==> config.mk <==
export PLATFORM = sky130hd
export DESIGN_NAME = onehot_decoder_buf
export DESIGN_NICKNAME = d
export VERILOG_FILES = /design/src/rtl/onehot_decoder_buf.sv
export SDC_FILE = /design/constraint.sdc
export NUM_CORES = 1
export LEC_CHECK = 0
export CORE_MARGIN = 4
export CORE_UTILIZATION = 45
export DETAILED_ROUTE_END_ITERATION = 8
export PLACE_DENSITY = 0.78
export RECOVER_POWER = 50
export SETUP_SLACK_MARGIN = 0.5
export SLEW_MARGIN = 40
export SYNTH_ARGS = -nofsm -noshare
export SYNTH_HDL_FRONTEND = slang
export SYNTH_SLANG_ARGS = --single-unit
==> constraint.sdc <==
create_clock -name clk -period 2.1 [get_ports clk]
set_input_delay 0.42 -clock clk [delete_from_list [all_inputs] [get_ports clk]]
set_output_delay 0.42 -clock clk [all_outputs]
set_load 0.005 [all_outputs]
==> src/rtl/onehot_decoder_buf.sv <==
// Binary code + tag decoded to a one-hot vector, buffered in a 2-entry skid FIFO.
// Optional per-code hit counters are built only when ONEHOT_DEC_CNT_EN is defined.

// Two-entry FIFO with 1-bit pointers and a 0..2 occupancy count.
// Latency: a pushed entry is visible at head_dat on the next cycle.
// Backpressure: full depends only on the stored count, never on a same-cycle pop.
module onehot_fifo2 #(
    parameter int DW = 9
) (
    input  logic          clk,
    input  logic          rst,
    input  logic          push,
    input  logic [DW-1:0] push_dat,
    input  logic          pop,
    output logic [DW-1:0] head_dat,
    output logic          full,
    output logic          empty
);
    logic [DW-1:0] mem [2];
    logic          wr_ptr;
    logic          rd_ptr;
    logic [1:0]    count;

    always_ff @(posedge clk) begin
        if (!rst) begin
            wr_ptr <= 1'b0;
            rd_ptr <= 1'b0;
            count  <= 2'd0;
        end else begin
            if (push) wr_ptr <= ~wr_ptr;
            if (pop)  rd_ptr <= ~rd_ptr;
            case ({push, pop})
                2'b10:   count <= count + 2'd1;
                2'b01:   count <= count - 2'd1;
                default: count <= count;
            endcase
        end
    end

    // Storage carries no reset; the consumer gates it with the valid flag.
    always_ff @(posedge clk) begin
        if (push) mem[wr_ptr] <= push_dat;
    end

    assign head_dat = mem[rd_ptr];
    assign full     = (count == 2'd2);
    assign empty    = (count == 2'd0);
endmodule

// Decodes code/tag to one-hot at enqueue and presents the head entry to the consumer.
// Latency: accepted at edge T into an empty buffer, visible at out from T+1.
// Backpressure: in_ready = not full (registered); a full buffer blocks even while popping.
module onehot_decoder_buf #(
    parameter int W     = 3,
    parameter int CNT_W = 8
) (
    input  logic               clk,
    input  logic               rst,
    input  logic               en,
    input  logic               in_valid,
    output logic               in_ready,
    input  logic [W-1:0]       in_code,
    input  logic               in_tag,
    output logic               out_valid,
    input  logic               out_ready,
    output logic [(1<<W)-1:0]  out,
    output logic               out_tag,
    input  logic               cnt_clr,
    input  logic [W-1:0]       cnt_sel,
    output logic [CNT_W-1:0]   cnt_val
);
    localparam int N = 1 << W;

    typedef struct packed {
        logic [N-1:0] vec;
        logic         tag;
    } ent_t;

    ent_t wr_ent;
    ent_t rd_ent;
    logic full;
    logic empty;
    logic push;
    logic pop;
    logic hit;

    assign in_ready  = !full;
    assign out_valid = !empty;
    assign push      = in_valid && in_ready;
    assign pop       = out_valid && out_ready;
    assign hit       = en && in_tag;

    // en=0 blanks the select but the producer's tag is still passed through.
    always_comb begin
        wr_ent     = '0;
        wr_ent.tag = in_tag;
        if (hit) wr_ent.vec = N'(1) << in_code;
    end

    onehot_fifo2 #(
        .DW ($bits(ent_t))
    ) u_fifo (
        .clk      (clk),
        .rst      (rst),
        .push     (push),
        .push_dat (wr_ent),
        .pop      (pop),
        .head_dat (rd_ent),
        .full     (full),
        .empty    (empty)
    );

    assign out     = out_valid ? rd_ent.vec : '0;
    assign out_tag = out_valid ? rd_ent.tag : 1'b0;

`ifdef ONEHOT_DEC_CNT_EN
    logic [CNT_W-1:0] cnt [N];

    // Clear wins over a same-cycle increment; counters stick at all-ones.
    always_ff @(posedge clk) begin
        if (!rst || cnt_clr) begin
            for (int i = 0; i < N; i++) cnt[i] <= '0;
        end else if (push && hit && (cnt[in_code] != '1)) begin
            cnt[in_code] <= cnt[in_code] + 1'b1;
        end
    end

    assign cnt_val = cnt[cnt_sel];
`else
    logic unused_cnt;
    assign unused_cnt = ^{cnt_clr, cnt_sel};
    assign cnt_val    = '0;
`endif
endmodule
==> qor.yml, run 1 <==
drive_gt1_frac: 0.246
power_leakage_uw: 0.000548
yosysWarnings: 0
htreeDepth: 1
path_delay_family: "buffers and inverters"
clkTransAtPathRegs_ps: 110
drt_iter0_markers: 20
final_nets: 133
ir_worst_vdd_mv: 0.644
period_minus_slack_ps: 1800
root_buffer: "clkbuf_4"
setup_violations: 0
grt_pass1_vias: 642
crit_chain: "dlygate4sd3_1 -> o21ai_0 -> inv_1 -> ha_1 -> or3_1 -> a21oi_1"
crit_fanout: 3
worstPathArrival_ps: 2030
synth.most_common_cell: "nor2_1"
postRouteAntennaNets: 0
drt_first_pass_iters: 4
antenna_found_initial: 0
die_h_um: 55.7
startpoint_type: "primary input"
setup_tns_ps: 0
clkLatencyLatePin_ps: 290
async_flop_share: 0
hold_viol_final: 0
num_vias: 694
cap_violations: 0
syn-cell-area_um2: 1020
synth_top_area_share: 0.528
hold_buffers: 0
min_path_type: "reg2reg"
post-route-worst-setup-slack_ps: 298
critPathKind: "in2reg"
crit_slowest_cell: "dlygate4sd3_1"
p_per_area_nw_per_um2: 1160
synth_area_leader_cell: "edfxtp_1"
core_area_um2: 2190
dp_hpwl_mm: 1.19
start_util: 0.467
numPortBuffers: 19
cts_tree: "built"
syn2layout_area_growth_pct: 30.2
slowest_delay_ps: 530
finalMaxSlewViolations: 0
grtUsageTotal: 0.109
routed_wl_mm: 1.78
end_kind: "register"
cts.sinks: 23
synth_edf_count: 18
n_antenna_cell: 0
grt_max_degree: 13
gp_congestion: 0.798
cts_made_buffers: 3
synth.distinct_cells: 21
crit_buf_inv: 2
synth_seq_cells: 23
cp.required_ps: 2330
ios: 32
cts_buffer_depth: 2
yosys-top-cells-area: "edfxtp_1 (53%), dfxtp_1 (9.8%), mux2i_1 (8.8%), nor2_1 (7.0%), buf_4 (5.9%)"
viasPerCell: 4.75
rows: 17
grt_setup_unrepaired: "true"
timing.fmax_mhz: 555
synth_commonest_cells: "nor2_1 (19), edfxtp_1 (18), mux2i_1 (9)"
skew_ps: 0.934
grt_pass1_wl_mm: 2.66
wire_per_inst_um: 12.2
seq_area_frac_synth: 0.626
drc: 0
timing.final.crit_share: 0.858
fp.dieW_um: 55.7
avgSynthCellArea_um2: 11.9
grt-ovfl-total: 0
die_area_um2: 3100
status: "finished clean"
syn_inst: 86
pre_cts_ws_ps: 143
ys.flop_type: "edfxtp_1"
[power breakdown]
group | internal, uW | switching (uW) | total [uW]
Sequential | 593 | 51.1 | 645
Clock | 73.7 | 115 | 188
Combinational | 402 | 315 | 717
Total | 1070 | 481 | 1550
[sequential cells by signal, summed over array words and instances, names as in the netlist, named ones only]
| signal | cells |
|---|---|
| u_fifo.rd_ptr | 1 |
| u_fifo.wr_ptr | 1 |
| u_fifo.count | 2 |
| u_fifo.mem | 18 |
[metal layers]
metal,global-route usage,wire (um)
met5,0,0
met3,0.0418,145
met1,0.115,757
met4,0.0313,5
met2,0.201,871
[repair_timing]
action / in CTS / in global routing
pin swaps: 2 / 4
resized for setup: 50 / 11
endpoints found under the setup margin: 12 / 12
setup buffers: 9 / 1
[logic make-up after synthesis]
| kind of cell | synth area share |
|---|---|
| muxes | 0.0880 |
| other | 0.00366 |
| DFF | 0.626 |
| adders and majority gates | 0.0122 |
| xor gates and xnor gates | 0.0257 |
| buffers and inverters | 0.0782 |
| and+or+nand+nor | 0.137 |
| AOI/OAI and AO/OA | 0.0293 |
[final timing paths]
path / startpoint / end / slack (ps) / cells past startpoint
max: out_ready / u_fifo.count[1]$_SDFFE_PN0P_ / 300 / 6
min: u_fifo.rd_ptr$_SDFFE_PN0P_ / u_fifo.rd_ptr$_SDFFE_PN0P_ / 530 / 2
max reg2reg: u_fifo.count[0]$_SDFFE_PN0P_ / u_fifo.count[1]$_SDFFE_PN0P_ / 440 / 5
min reg2reg: u_fifo.rd_ptr$_SDFFE_PN0P_ / u_fifo.rd_ptr$_SDFFE_PN0P_ / 530 / 2
[placed cells by master, fill, tap and decap left out, types with 2 or more instances in the layout]
cell type / netlist / final
buf_2: 1 / 8
dfxtp_4: 0 / 2
nor2_1: 19 / 18
inv_1: 4 / 4
dlygate4sd3_1: 0 / 2
nand2_1: 2 / 2
clkbuf_4: 0 / 3
mux2i_1: 9 / 7
dfxtp_1: 5 / 3
xor2_1: 2 / 2
o21ai_0: 2 / 2
buf_4: 8 / 2
a21oi_1: 2 / 2
clkbuf_1: 0 / 2
nor3_1: 2 / 2
conb_1: 1 / 8
clkdlybuf4s50_1: 0 / 5
mux2i_2: 0 / 2
nand2b_1: 3 / 2
edfxtp_1: 18 / 18
buf_6: 0 / 7
nand3b_1: 2 / 2
clkdlybuf4s15_1: 0 / 2
[area by class of cell]
cell class              instances  area [um^2]
repair buffers                 30          262
inverters                       4         15.0
multi-input cells              57          347
fillers                       182          858
flip-flops and latches         23          648
well taps                      28         35.0
clock buffers                   4         26.3
[tightest hold or removal path: cells and delay by family (launching register included)]
kind / cells / cell delay (ps)
AND/OR/NAND/NOR: 1 / 80
flip-flops: 1 / 350
XOR/XNOR: 1 / 80
[stage by stage]
step | util | instance area, um^2 | cells | power [uW] | hold WS (ps)
floorplan | - | 1050 | 93 | 942 | 472
global placement | 0.556 | 1220 | 132 | 1190 | 487
detailed placement | 0.556 | 1220 | 132 | 1210 | 499
CTS | 0.601 | 1320 | 145 | 1520 | 531
global route | 0.608 | 1330 | 146 | 1660 | 592
finish | 0.608 | 1330 | 146 | 1550 | 533
Note: power is estimated with default switching activity, not from simulation.
==> inputs of run 2 (changes only) <==
Settings changed: CTS_BUF_LIST set to sky130_fd_sc_hd__clkbuf_16, GPL_TIMING_DRIVEN set to 0, HOLD_SLACK_MARGIN set to 0.02.
==> run 2 against run 1 <==
  * Final cell count rose by 4.8%
  * Non-clock buffer count rose by 7
  * Sequential share of layout area fell by 4.1 points
  * Largest power group unchanged
  * Register-to-register slack barely moved
  * Sequential power rose by 0.9%
  * Setup slack improved by 74 ps
  * Routed wire length rose by 2.6%
  * Clock-buffer cell count fell by 1
  * Clock skew rose by 2.5 ps
==> qor.yml, run 2 (synthesis gave the netlist of run 1 again) <==
ff_latch_area_um2: 646  # was 648 um^2
viasPerCell: 4.69  # was 4.75
p_int_uw: 1290  # was 1070 uW
comb_power_share: 0.423  # was 0.463
status: "finished clean"  # unchanged
skew_ps: 3.42  # was 0.934 ps
path_delay_family: "buffers and inverters"  # unchanged
root_buffer: "clkbuf_16"  # was clkbuf_4
drive_gt1_frac: 0.304  # was 0.246
crit_fanout: 4  # was 3
syn2layout_area_growth_pct: 41.6  # was 30.2%
switchingPower_uw: 531  # was 481 uW
hold_viol_final: 0  # unchanged
setup_violations: 0  # unchanged
pwr-share-seq: 0.358  # was 0.416
multiInputGateArea_um2: 363  # was 347 um^2
switching_share: 0.292  # was 0.310
htreeDepth: 1  # unchanged
pre_cts_ws_ps: 162  # was 143 ps
top_regs: "u_fifo.mem x18, u_fifo.count x2"  # unchanged
cts_tree: "built"  # unchanged
grt_pass1_wl_mm: 2.90  # was 2.66 mm
crit_buf_inv: 1  # was 2
cts_buffer_depth: 2  # unchanged
start_util: 0.467  # unchanged
core_area_um2: 2190  # unchanged
antenna_found_initial: 0  # unchanged
num_vias: 718  # was 694
cts_made_buffers: 3  # unchanged
grt_setup_unrepaired: "true"  # unchanged
timing.fmax_mhz: 579  # was 555 MHz
post-route-worst-setup-slack_ps: 372  # was 298 ps
ios: 32  # unchanged
ir_worst_vdd_mv: 0.839  # was 0.644 mV
finalMaxSlewViolations: 0  # unchanged
gp_congestion: 0.820  # was 0.798
numPortBuffers: 19  # unchanged
n_antenna_cell: 0  # unchanged
crit_slowest_cell: "dlygate4sd3_1"  # unchanged
cts.sinks: 23  # unchanged
largest_reg_flops: 18  # unchanged
worstPathArrival_ps: 1910  # was 2030 ps
critPathKind: "in2reg"  # unchanged
setup_tns_ps: 0  # unchanged
r2r_slack_ps: 440  # about the same
cp.required_ps: 2280  # was 2330 ps
grt_pass1_vias: 675  # was 642
grt-ovfl-total: 0  # unchanged
drt_first_pass_iters: 4  # unchanged
whs_ps: 521  # was 533 ps
final_cell_mix: "edfxtp_1 (18), nor2_1 (17), buf_4 (14)"  # was nor2_1 (18), edfxtp_1 (18), conb_1 (8), buf_2 (8)
die_area_um2: 3100  # unchanged
p_per_area_nw_per_um2: 1260  # was 1160 nW/um^2
fp.dieW_um: 55.7  # unchanged
final_cells: 153  # was 146
clkPwrFrac: 0.220  # was 0.122
drt_iter0_markers: 13  # was 20
rows: 17  # unchanged
grt_max_degree: 14  # was 13
drc: 0  # unchanged
n_fill_cell: 169  # was 182
end_kind: "register"  # unchanged
slowest_delay_ps: 590  # was 530 ps
grtUsageTotal: 0.123  # was 0.109
power_leakage_uw: 0.000623  # was 0.000548 uW
wire_per_inst_um: 11.9  # was 12.2 um
period_minus_slack_ps: 1730  # was 1800 ps
timing.final.crit_share: 0.823  # was 0.858
hold_buffers: 0  # unchanged
min_path_type: "reg2reg"  # unchanged
postRouteAntennaNets: 0  # unchanged
routed_wl_mm: 1.83  # was 1.78 mm
clkLatencyLatePin_ps: 250  # was 290 ps
startpoint_type: "primary input"  # unchanged
clkTransAtPathRegs_ps: 60  # was 110 ps
die_h_um: 55.7  # unchanged
fin_util: 0.661  # was 0.608
regMostFlops: "u_fifo.mem"  # unchanged
final_common_cell: "edfxtp_1"
cap_violations: 0  # unchanged
final_nets: 140  # was 133
crit_chain: "dlygate4sd3_1 -> nand2_1 -> ha_1 -> or3_1 -> a21oi_1"  # was dlygate4sd3_1 -> o21ai_0 -> inv_1 -> ha_1 -> or3_1 -> a21oi_1
dpl.cell_count: 140  # was 132
-- run 2: final cells by class --
| type | instances | share of cell area |
|---|---|---|
| Buffer | 9 | 0.0492 |
| Clock buffer | 3 | 0.0518 |
| Clock inverter | 1 | 0.00345 |
| Inverter | 4 | 0.0104 |
| Multi-Input combinational cell | 57 | 0.250 |
| Sequential cell | 23 | 0.446 |
| Tap cell | 28 | 0.0242 |
| Timing Repair Buffer | 28 | 0.165 |
-- run 2: metal layers --
| layer | global-route usage | routed length, um | vias up |
|---|---|---|---|
| met5 | 0 | 0 | - |
| met4 | 0.0694 | 34 | 0 |
| met3 | 0.0394 | 133 | 5 |
| met2 | 0.213 | 887 | 28 |
| met1 | 0.131 | 772 | 329 |
| li1 | - | - | 356 |
-- run 2: worst register-to-register path: stages, from the launching register on --
cell and delay [ps]:
dfxtp_1 360, o21ai_0 290, inv_1 80, ha_1 340
or3_1 370, a21oi_1 140
-- run 2: path summary, 6_finish.rpt --
kind	from	end	cells past startpoint
setup / recovery	in_valid	u_fifo.count[1]$_SDFFE_PN0P_	5
hold / removal	u_fifo.rd_ptr$_SDFFE_PN0P_	register	2
setup reg to reg	u_fifo.count[0]$_SDFFE_PN0P_	u_fifo.count[1]$_SDFFE_PN0P_	5
hold reg to reg	u_fifo.rd_ptr$_SDFFE_PN0P_	register	2
-- run 2: timing repair --
action	4_1_cts	5_1_grt
setup buffers	3	5
setup endpoints to repair	12	10
gates cloned	1	0
resized for setup	35	15
pin swaps	3	2
-- run 2: power groups by stage --
stage / Combinational (uW) / Sequential, uW / Clock [uW]
2_1_floorplan: 320 / 622 / 0
4_1_cts: 641 / 653 / 407
3_5_place_dp: 585 / 635 / 0
5_1_grt: 832 / 660 / 424
6_report: 770 / 651 / 401
3_3_place_gp: 564 / 628 / 0
-- run 2: stage by stage --
step	instance area, um^2	power (uW)
5_1_grt	1450	1920
3_5_place_dp	1270	1220
2_1_floorplan	1050	942
3_3_place_gp	1270	1190
6_report	1450	1820
4_1_cts	1400	1700
==> inputs of run 3 (changes only) <==
Clock period 2.1 ns to 1.6 ns, I/O delays scaled along.
==> run 3 against run 2 <==
  * First-iteration DRC count fell by 38%
  * Power increased by 29%
  * Routed wire length is 11% higher
  * Global-route usage rose by 2.2 points
  * Utilization grew 2.0 points
  * Critical path type is now reg2out
  * Via count rose by 1.3%
  * Final cell count up 1.3%
  * Largest cell class unchanged
  * Combinational power is 26% higher
==> qor.yml, run 3 (synthesis gave the netlist of run 1 again) <==
ios: 32  # unchanged
grt_pass1_vias: 731  # was 675
ir_worst_vdd_mv: 0.884  # was 0.839 mV
root_buffer: "clkbuf_16"  # unchanged
crit_fanout: 6  # was 4
fin_util: 0.681  # was 0.661
viasPerCell: 4.69  # about the same
gp_congestion: 0.722  # was 0.820
cp-startpoint: "u_fifo.count[1]$_SDFFE_PN0P_"  # was in_valid
end_kind: "primary output"  # was register
antenna_found_initial: 0  # unchanged
crit_chain: "nor2_1 -> buf_4 -> nor2_1 -> buf_2"  # was dlygate4sd3_1 -> nand2_1 -> ha_1 -> or3_1 -> a21oi_1
routed_wl_mm: 2.03  # was 1.83 mm
slowest_delay_ps: 360  # was 590 ps
crit_slowest_cell: "dfxtp_4"  # was dlygate4sd3_1
p_per_area_nw_per_um2: 1580  # was 1260 nW/um^2
cts_tree: "built"  # unchanged
dp_hpwl_mm: 1.20
finalPower_uw: 2360  # was 1820 uW
syn2layout_area_growth_pct: 45.8  # was 41.6%
hold_path_end: "u_fifo.mem[1][0]$_DFFE_PP_"
hold_viol_final: 0  # unchanged
cp.required_ps: 1280  # was 2280 ps
critPathKind: "reg2out"  # was in2reg
startpoint_type: "register"  # was primary input
cts_buffer_depth: 2  # unchanged
pre_cts_ws_ps: -240  # was 162 ps
cap_violations: 0  # unchanged
rr_worst_depth: 4  # was 5
die_h_um: 55.7  # unchanged
wire_per_inst_um: 13.1  # was 11.9 um
hp-start: "in_tag"  # was u_fifo.rd_ptr$_SDFFE_PN0P_
finalMaxSlewViolations: 0  # unchanged
n_antenna_cell: 0  # unchanged
num_vias: 727  # was 718
worstReg2RegStart: "u_fifo.count[0]$_SDFFE_PN0P_"  # unchanged
cts_made_buffers: 3  # unchanged
rows: 17  # unchanged
power_leakage_uw: 0.000662  # was 0.000623 uW
drc: 0  # unchanged
final_cell_mix: "nor2_1 (19), edfxtp_1 (18), buf_4 (11)"  # was edfxtp_1 (18), nor2_1 (17), buf_4 (14)
postRouteAntennaNets: 0  # unchanged
core_area_um2: 2190  # unchanged
clkTransAtPathRegs_ps: 60  # about the same
period_minus_slack_ps: 1530
grt_pass1_wl_mm: 3.39  # was 2.90 mm
grtUsageTotal: 0.145  # was 0.123
numPortBuffers: 19  # unchanged
largest_reg_flops: 18  # unchanged
hold_path_depth: 1  # was 2
post-route-worst-setup-slack_ps: 68.7  # was 372 ps
grt_setup_unrepaired: "true"  # unchanged
crit_buf_inv: 2  # was 1
skew_ps: 1.83  # was 3.42 ps
status: "finished clean"  # unchanged
top_regs: "u_fifo.mem x18, u_fifo.count x2"  # unchanged
n_fill_cell: 179  # was 169
fp.dieW_um: 55.7  # unchanged
worstPathArrival_ps: 1210  # was 1910 ps
final_cells: 155  # was 153
die_area_um2: 3100  # unchanged
setup_violations: 0  # unchanged
final_common_cell: "nor2_1"  # was edfxtp_1
path_delay_family: "flip-flops"  # was buffers and inverters
setup_tns_ps: 0  # unchanged
r2r_slack_ps: 110  # was 440 ps
drive_gt1_frac: 0.354  # was 0.304
grt_max_degree: 13  # was 14
crit_top_cell: "nor2_1"
cts.sinks: 23  # unchanged
dpl.cell_count: 140  # unchanged
drt_first_pass_iters: 4  # unchanged
drt_iter0_markers: 8  # was 13
timing.final.crit_share: 0.957
regMostFlops: "u_fifo.mem"  # unchanged
grt-ovfl-total: 0  # unchanged
start_util: 0.467  # unchanged
min_path_type: "in2reg"  # was reg2reg
clkLatencyLatePin_ps: 250  # about the same
r2r-end: "u_fifo.mem[1][8]$_DFFE_PP_"  # was u_fifo.count[1]$_SDFFE_PN0P_
htreeDepth: 1  # unchanged
final_nets: 142  # was 140
timing.fmax_mhz: 653
## run 3: final cells by class
cell class | instances | area, um^2 | area share
Sequential cell | 23 | 649 | 0.435
Multi-Input combinational cell | 58 | 389 | 0.261
Timing Repair Buffer | 29 | 251 | 0.168
Clock buffer | 3 | 75.1 | 0.0503
Buffer | 9 | 71.3 | 0.0478
Tap cell | 28 | 35.0 | 0.0235
Inverter | 4 | 17.5 | 0.0117
Clock inverter | 1 | 3.75 | 0.00251
## run 3: metrics by stage
stage / area [um^2] / hold WS (ps)
after floorplan: 1070 / 419
after global placement: 1300 / 487
after detailed placement: 1300 / 490
after CTS: 1500 / 464
after global routing: 1490 / 455
final: 1490 / 446
## run 3: repair_timing
item / in CTS / in global routing
buffers inserted: 8 / 1
cloned: 2 / 0
gates resized for setup: 71 / 8
setup endpoints to repair: 39 / 48
hold buffers: 0 / 0
pin swaps: 9 / 6
## run 3: report_power, final
part | total, uW | switching, uW | internal, uW
combinational | 972 | 428 | 544
sequential | 865 | 81.6 | 783
clock | 520 | 187 | 333
## run 3: routing by layer
| layer | vias to the layer above | wire, um | GRT usage |
|---|---|---|---|
| met2 | 22 | 1040 | 0.250 |
| met1 | 337 | 837 | 0.161 |
| met3 | 4 | 114 | 0.0325 |
| met4 | 0 | 39 | 0.0868 |
| met5 | - | 0 | 0 |
| li1 | 364 | - | - |
## run 3: worst max path at each step
stage / cells after the start / slack [ps] / endpoint
after floorplan: 6 / 240 / u_fifo.count[1]$_SDFFE_PN0P_
after global placement: 3 / -230 / out_tag
after detailed placement: 3 / -240 / out_tag
after CTS: 5 / 110 / out_tag
after global routing: 4 / 20 / out[2]
final: 4 / 70 / out[7]
